--- config.mk ---
export PLATFORM = sky130hd
export DESIGN_NAME = alu_share_arbiter
export DESIGN_NICKNAME = d
export VERILOG_FILES = /design/src/rtl/alu_share_arbiter.sv
export SDC_FILE = /design/constraint.sdc
export NUM_CORES = 1
export LEC_CHECK = 0
export ABC_CLOCK_PERIOD_IN_PS = 1450
export BUFFER_PORTS_ARGS = -buffer_cell sky130_fd_sc_hd__buf_4
export CORE_MARGIN = 3
export CORE_UTILIZATION = 39
export DETAILED_ROUTE_END_ITERATION = 8
export GPL_TIMING_DRIVEN = 0
export PLACE_DENSITY = 0.77
export SLEW_MARGIN = 20
export SYNTH_ARGS = -nofsm -noshare
export SYNTH_HDL_FRONTEND = slang
export SYNTH_SLANG_ARGS = --single-unit
--- constraint.sdc ---
create_clock -name clk -period 1.45 [get_ports clk]
set_clock_uncertainty 0.2 [all_clocks]
set_input_delay 0.435 -clock clk [delete_from_list [all_inputs] [get_ports clk]]
set_output_delay 0.435 -clock clk [all_outputs]
set_load 0.1 [all_outputs]
--- src/rtl/alu_share_arbiter.sv ---
// alu_share_arbiter: round-robin share of one combinational ALU between two
// requesters with registered operand drive, settle wait and tagged response.
//
// Ports:
//   clk, rst_n                 clock, synchronous active-low reset
//   req_valid/req_ready [1:0]  per-requester handshake
//   req{0,1}_a/_b/_op/_cin     operands, {mode,sel} opcode, active-high carry
//   alu_a/_b/_mode/_sel        registered ALU operand/opcode drive
//   alu_cin_n                  registered ALU carry in, active-low
//   alu_result, alu_cout_n     ALU result and active-low carry out
//   rsp_valid/rsp_ready        response handshake
//   rsp_id/_result/_cout       requester tag, captured result, active-high carry
// Optional: ALU_ARB_STATS_EN adds saturating grant_cnt0/grant_cnt1 outputs.
module alu_share_arbiter #(
  parameter int WIDTH         = 16,
  parameter int SETTLE_CYCLES = 1,
  parameter int CNT_WIDTH     = 16
) (
  input  logic             clk,
  input  logic             rst_n,
  input  logic [1:0]       req_valid,
  output logic [1:0]       req_ready,
  input  logic [WIDTH-1:0] req0_a,
  input  logic [WIDTH-1:0] req1_a,
  input  logic [WIDTH-1:0] req0_b,
  input  logic [WIDTH-1:0] req1_b,
  input  logic [4:0]       req0_op,
  input  logic [4:0]       req1_op,
  input  logic             req0_cin,
  input  logic             req1_cin,
  output logic [WIDTH-1:0] alu_a,
  output logic [WIDTH-1:0] alu_b,
  output logic             alu_mode,
  output logic [3:0]       alu_sel,
  output logic             alu_cin_n,
  input  logic [WIDTH-1:0] alu_result,
  input  logic             alu_cout_n,
  output logic             rsp_valid,
  input  logic             rsp_ready,
  output logic             rsp_id,
  output logic [WIDTH-1:0] rsp_result,
  output logic             rsp_cout
`ifdef ALU_ARB_STATS_EN
  ,
  output logic [CNT_WIDTH-1:0] grant_cnt0,
  output logic [CNT_WIDTH-1:0] grant_cnt1
`endif
);

  localparam int SW = (SETTLE_CYCLES > 1) ? $clog2(SETTLE_CYCLES) : 1;
  localparam logic [SW-1:0] LAST = SW'(SETTLE_CYCLES - 1);

  typedef enum logic [1:0] {
    IDLE  = 2'd0,
    DRIVE = 2'd1,
    RESP  = 2'd2
  } state_t;

  state_t          state;
  logic            last_grant;
  logic [SW-1:0]   cnt;
  logic            any;
  logic            grant;
  logic [WIDTH-1:0] sel_a;
  logic [WIDTH-1:0] sel_b;
  logic [4:0]      sel_op;
  logic            sel_cin;

  // A lone valid port wins outright; a tie goes to the port not served last.
  always_comb begin
    any       = |req_valid;
    grant     = (req_valid == 2'b11) ? ~last_grant : req_valid[1];
    req_ready = 2'b00;
    if (state == IDLE && any) req_ready[grant] = 1'b1;
    sel_a     = grant ? req1_a   : req0_a;
    sel_b     = grant ? req1_b   : req0_b;
    sel_op    = grant ? req1_op  : req0_op;
    sel_cin   = grant ? req1_cin : req0_cin;
  end

  always_ff @(posedge clk) begin
    if (!rst_n) begin
      state      <= IDLE;
      last_grant <= 1'b1;
      cnt        <= '0;
      alu_a      <= '0;
      alu_b      <= '0;
      alu_mode   <= 1'b0;
      alu_sel    <= 4'd0;
      alu_cin_n  <= 1'b1;
      rsp_valid  <= 1'b0;
      rsp_id     <= 1'b0;
      rsp_result <= '0;
      rsp_cout   <= 1'b0;
    end else begin
      unique case (state)
        IDLE: begin
          if (any) begin
            state      <= DRIVE;
            alu_a      <= sel_a;
            alu_b      <= sel_b;
            alu_mode   <= sel_op[4];
            alu_sel    <= sel_op[3:0];
            alu_cin_n  <= ~sel_cin;
            rsp_id     <= grant;
            last_grant <= grant;
            cnt        <= '0;
          end
        end
        DRIVE: begin
          if (cnt == LAST) begin
            rsp_result <= alu_result;
            rsp_cout   <= ~alu_cout_n;
            rsp_valid  <= 1'b1;
            state      <= RESP;
          end else begin
            cnt <= cnt + 1'b1;
          end
        end
        RESP: begin
          if (rsp_ready) begin
            rsp_valid <= 1'b0;
            state     <= IDLE;
          end
        end
        default: state <= IDLE;
      endcase
    end
  end

`ifdef ALU_ARB_STATS_EN
  always_ff @(posedge clk) begin
    if (!rst_n) begin
      grant_cnt0 <= '0;
      grant_cnt1 <= '0;
    end else begin
      if (req_ready[0] && req_valid[0] && grant_cnt0 != '1)
        grant_cnt0 <= grant_cnt0 + 1'b1;
      if (req_ready[1] && req_valid[1] && grant_cnt1 != '1)
        grant_cnt1 <= grant_cnt1 + 1'b1;
    end
  end
`endif

endmodule

==> metrics.md <==
| Metric | Value |
|---|---|
| Ys Warns | 0 |
| Flops & latches, synth | 60 |
| Hold violation count in the final report | 0 |
| Post-DP Area | 3930 um2 |
| Synth top area share | 46.9% |
| Area Growth Syn to Fin | 111% |
| XOR/XNOR Fraction of Synth Area | 0% |
| Flop pwr share | 29.9% |
| Share of cells above drive strength 1 | 62.3% |
| Storage cell area | 1300 um2 |
| Violated checks | setup timing |
| Finished Layout Cells | 605 |
| Compound-Gate Fraction of Synth Area | 21.8% |
| Combinational family with the most area after synthesis | simple AND/OR/NAND/NOR gates |
| Drt first pass iters | 8 |
| Int Pwr | 4040 uW |
| Slowest CP cell | dfxtp_4 |
| I/O Pins | 157 |
| Max-Cap Viols | 0 |
| DRT antenna net count | 0 |
| WL final | 13400 um |
| Total number of vias | 3638 |
| Core ar. | 6130 um2 |
| EDFF count, synth | 0 |
| Layout Cell Area excl Fill | 5410 um2 |
| Inst Count DP | 550 |
| Rel. slew slack | 62.2% |
| Cells after Synth | 319 |
| Remaining DRCs | 0 |
| Worst-skew pair later-pin latency | 0.34 ns |
| Multiplexer area fraction after synthesis | 0% |
| Multi-input gate area | 1280 um2 |
| Final Max Tran Viols | 0 |
| Die area | 7580 um2 |
| Power per Cell Area | 1240 nW/um2 |
| Worst hold slack | 0.0907 ns |
| CP arrival | 1.32 ns |
| PortBufs | 156 |
| Setup_tns | -10.80 ns |
| DRT iter0 DRCs | 294 |
| Initial antenna violation count | 1 |
| Total GRT Usage | 29.5% |
| Leak pwr | 0.00225 uW |
| Routability cong. | 0.801 |
| Worst vdd ir | 836 uV |
| Crit path max fanout | 4 |
| Net Switching | 2660 uW |
| Clock Tree Buf Depth | 2 |
| Ys flop type | dfxtp_1 |
| Vias in the first global route | 3446 |
| First-pass GRT wire length | 17400 um |
| Syn Std Cell Area | 2560 um2 |
| CTS tree | built |
| Routed vias/inst | 6.01 |
| Switching Fraction | 39.7% |
| Clk pwr share | 27.0% |
| Wirelength per Cell | 22.1 um |
| Overflow after GRT | 0 |
| Clock sink total | 60 |
| # fillers | 274 |
| Die Ht | 87.1 um |
| Post-synthesis cell type count | 27 |
| Max stage delay on crit path | 0.36 ns |
| Worst Setup Path Type | register to output port |
| Biggest area consumer among synthesized cells | dfxtp_1 |
| Die width | 87.1 um |
| Synth Net Count | 417 |
| CP Cell Sequence | nor2_4, buf_6, and3_4, buf_12 |
| Status | finished with violations |
| Critical path required time | 0.82 ns |
| Clock slew at reported path FFs | 0.07 ns |
| Clk root buf | clkbuf_8 |
| Final worst slack | -0.501 ns |
| Final Cycle Share | 135% |
| Max frequency | 0.513 GHz |
| Nets | 623 |
| Row Count | 28 |
| WP buf/inv | 2 |
| Starting Density | 41.8% |
| H-tree levels | 3 |
| Min-Delay Path Class | primary input to register |
| Hpwl dp | 6640 um |
| Synth cell count leaders | 75 x nand3_1, 60 x dfxtp_1, 39 x o21ai_1 |
| Post-synthesis adder-cell area fraction | 0% |
| Critical Path Source Type | register |
| Final setup fails | 102 |
| FFs w/ async S/R, synth | 0% |
| Combinational power share | 43.2% |
| N_diodes | 0 |
| Cts bufs inserted | 9 |
| Worst Setup End Kind | output port |
| Period minus WS final | 1.95 ns |
| Largest net degree at the start of global routing | 19 |
| Worst slew pin tran | 0.567 ns |
| Crit-path leading delay family | flip-flops |
| RSZ-0062 raised after global routing | true |
| Post-Syn Area per Cell | 8.04 um2 |
| Simple-Gate Fraction of Synth Area | 22.9% |
| Most frequent cell after synthesis | nand3_1 |
| Register area share after synthesis | 46.9% |
| Synth top area cells | dfxtp_1 47%, nand3_1 15%, a31oi_1 9.0%, o21ai_1 7.6%, nand2_1 5.0% |
## routing by layer
metal  global-route usage, %  up-vias  share of wire, %
met2                    51.9      281                50
met3                    7.38       80               9.0
li1                        -     1565                 -
met5                       0        -             0.097
met1                    32.9     1710                35
met4                    14.3        2               5.9
## layout make-up
class | count | share of cell area (%)
buffer | 31 | 4.65
clock buffer | 11 | 2.80
clock inverter | 5 | 1.55
inverter | 3 | 0.278
multi-input combinational | 223 | 23.6
sequential | 60 | 24.1
tap | 75 | 1.73
timing repair buffer | 197 | 41.3
## state kept, by name (all words and copies together) (netlist names)
register    flops
alu_a          16
alu_b          16
alu_cin_n       1
alu_mode        1
alu_sel         4
last_grant      1
rsp_cout        1
rsp_id          1
rsp_result     16
rsp_valid       1
state           2
## power by group through the flow
stage / combinational [uW] / clock (uW) / sequential (uW)
after CTS: 2660 / 1760 / 1990
after global routing: 2970 / 1880 / 2020
after global placement: 2110 / 0 / 1940
final: 2890 / 1800 / 2000
after detailed placement: 2130 / 0 / 1940
after floorplan: 545 / 0 / 2950
## cell families (layout without fill, tap and decap cells)
group,after synthesis,in the layout
and+or+nand+nor,123,124
AOI/OAI and AO/OA,99,99
DFF,60,60
buffers and inverters,37,247
## stage by stage
stage	setup slack [ns]	utilization (%)	total power (uW)
CTS	-0.483	84.4	6410
global route	-0.542	88.2	6870
finish	-0.501	88.2	6690
floorplan	-0.342	-	3490
detailed placement	-0.508	64.1	4070
global placement	-0.501	64.1	4050
## cell usage in the layout (no fill, tap or decap), types with 2 or more instances in the layout
cell and count:
buf_4 132, nand3_1 75, buf_12 60, dfxtp_2 49, a31oi_1 37, nand2_1 33
o21ai_1 21, buf_6 19, o21ai_2 18, a21oi_1 18, dfxtp_4 11, clkbuf_8 11
buf_2 10, clkbuf_1 4, clkinvlp_4 3, nor2_1 3, or2_4 2, clkbuf_2 2
inv_1 2, nor3_2 2, bufinv_16 2
## worst paths after layout
check                             start                          to  slack, ns  cells after the start
max               state[0]$_SDFFE_PN0P_                req_ready[0]      -0.50                      4
min                          alu_cout_n       rsp_cout$_SDFFE_PN0P_       0.09                      2
max reg2reg       state[1]$_SDFFE_PN0P_      alu_b[15]$_SDFFE_PN0P_      -0.46                      5
min reg2reg  rsp_result[2]$_SDFFE_PN0P_  rsp_result[2]$_SDFFE_PN0P_       0.28                      2
## repair_timing
item,in CTS,in global routing
hold buffers,0,0
gates resized for setup,217,25
gates cloned,4,2
endpoints found under the setup margin,97,113
pin swaps,5,6
endpoints found under the hold margin,0,0
setup buffers,16,20
No activity file was read; power rests on OpenSTA's default activity.
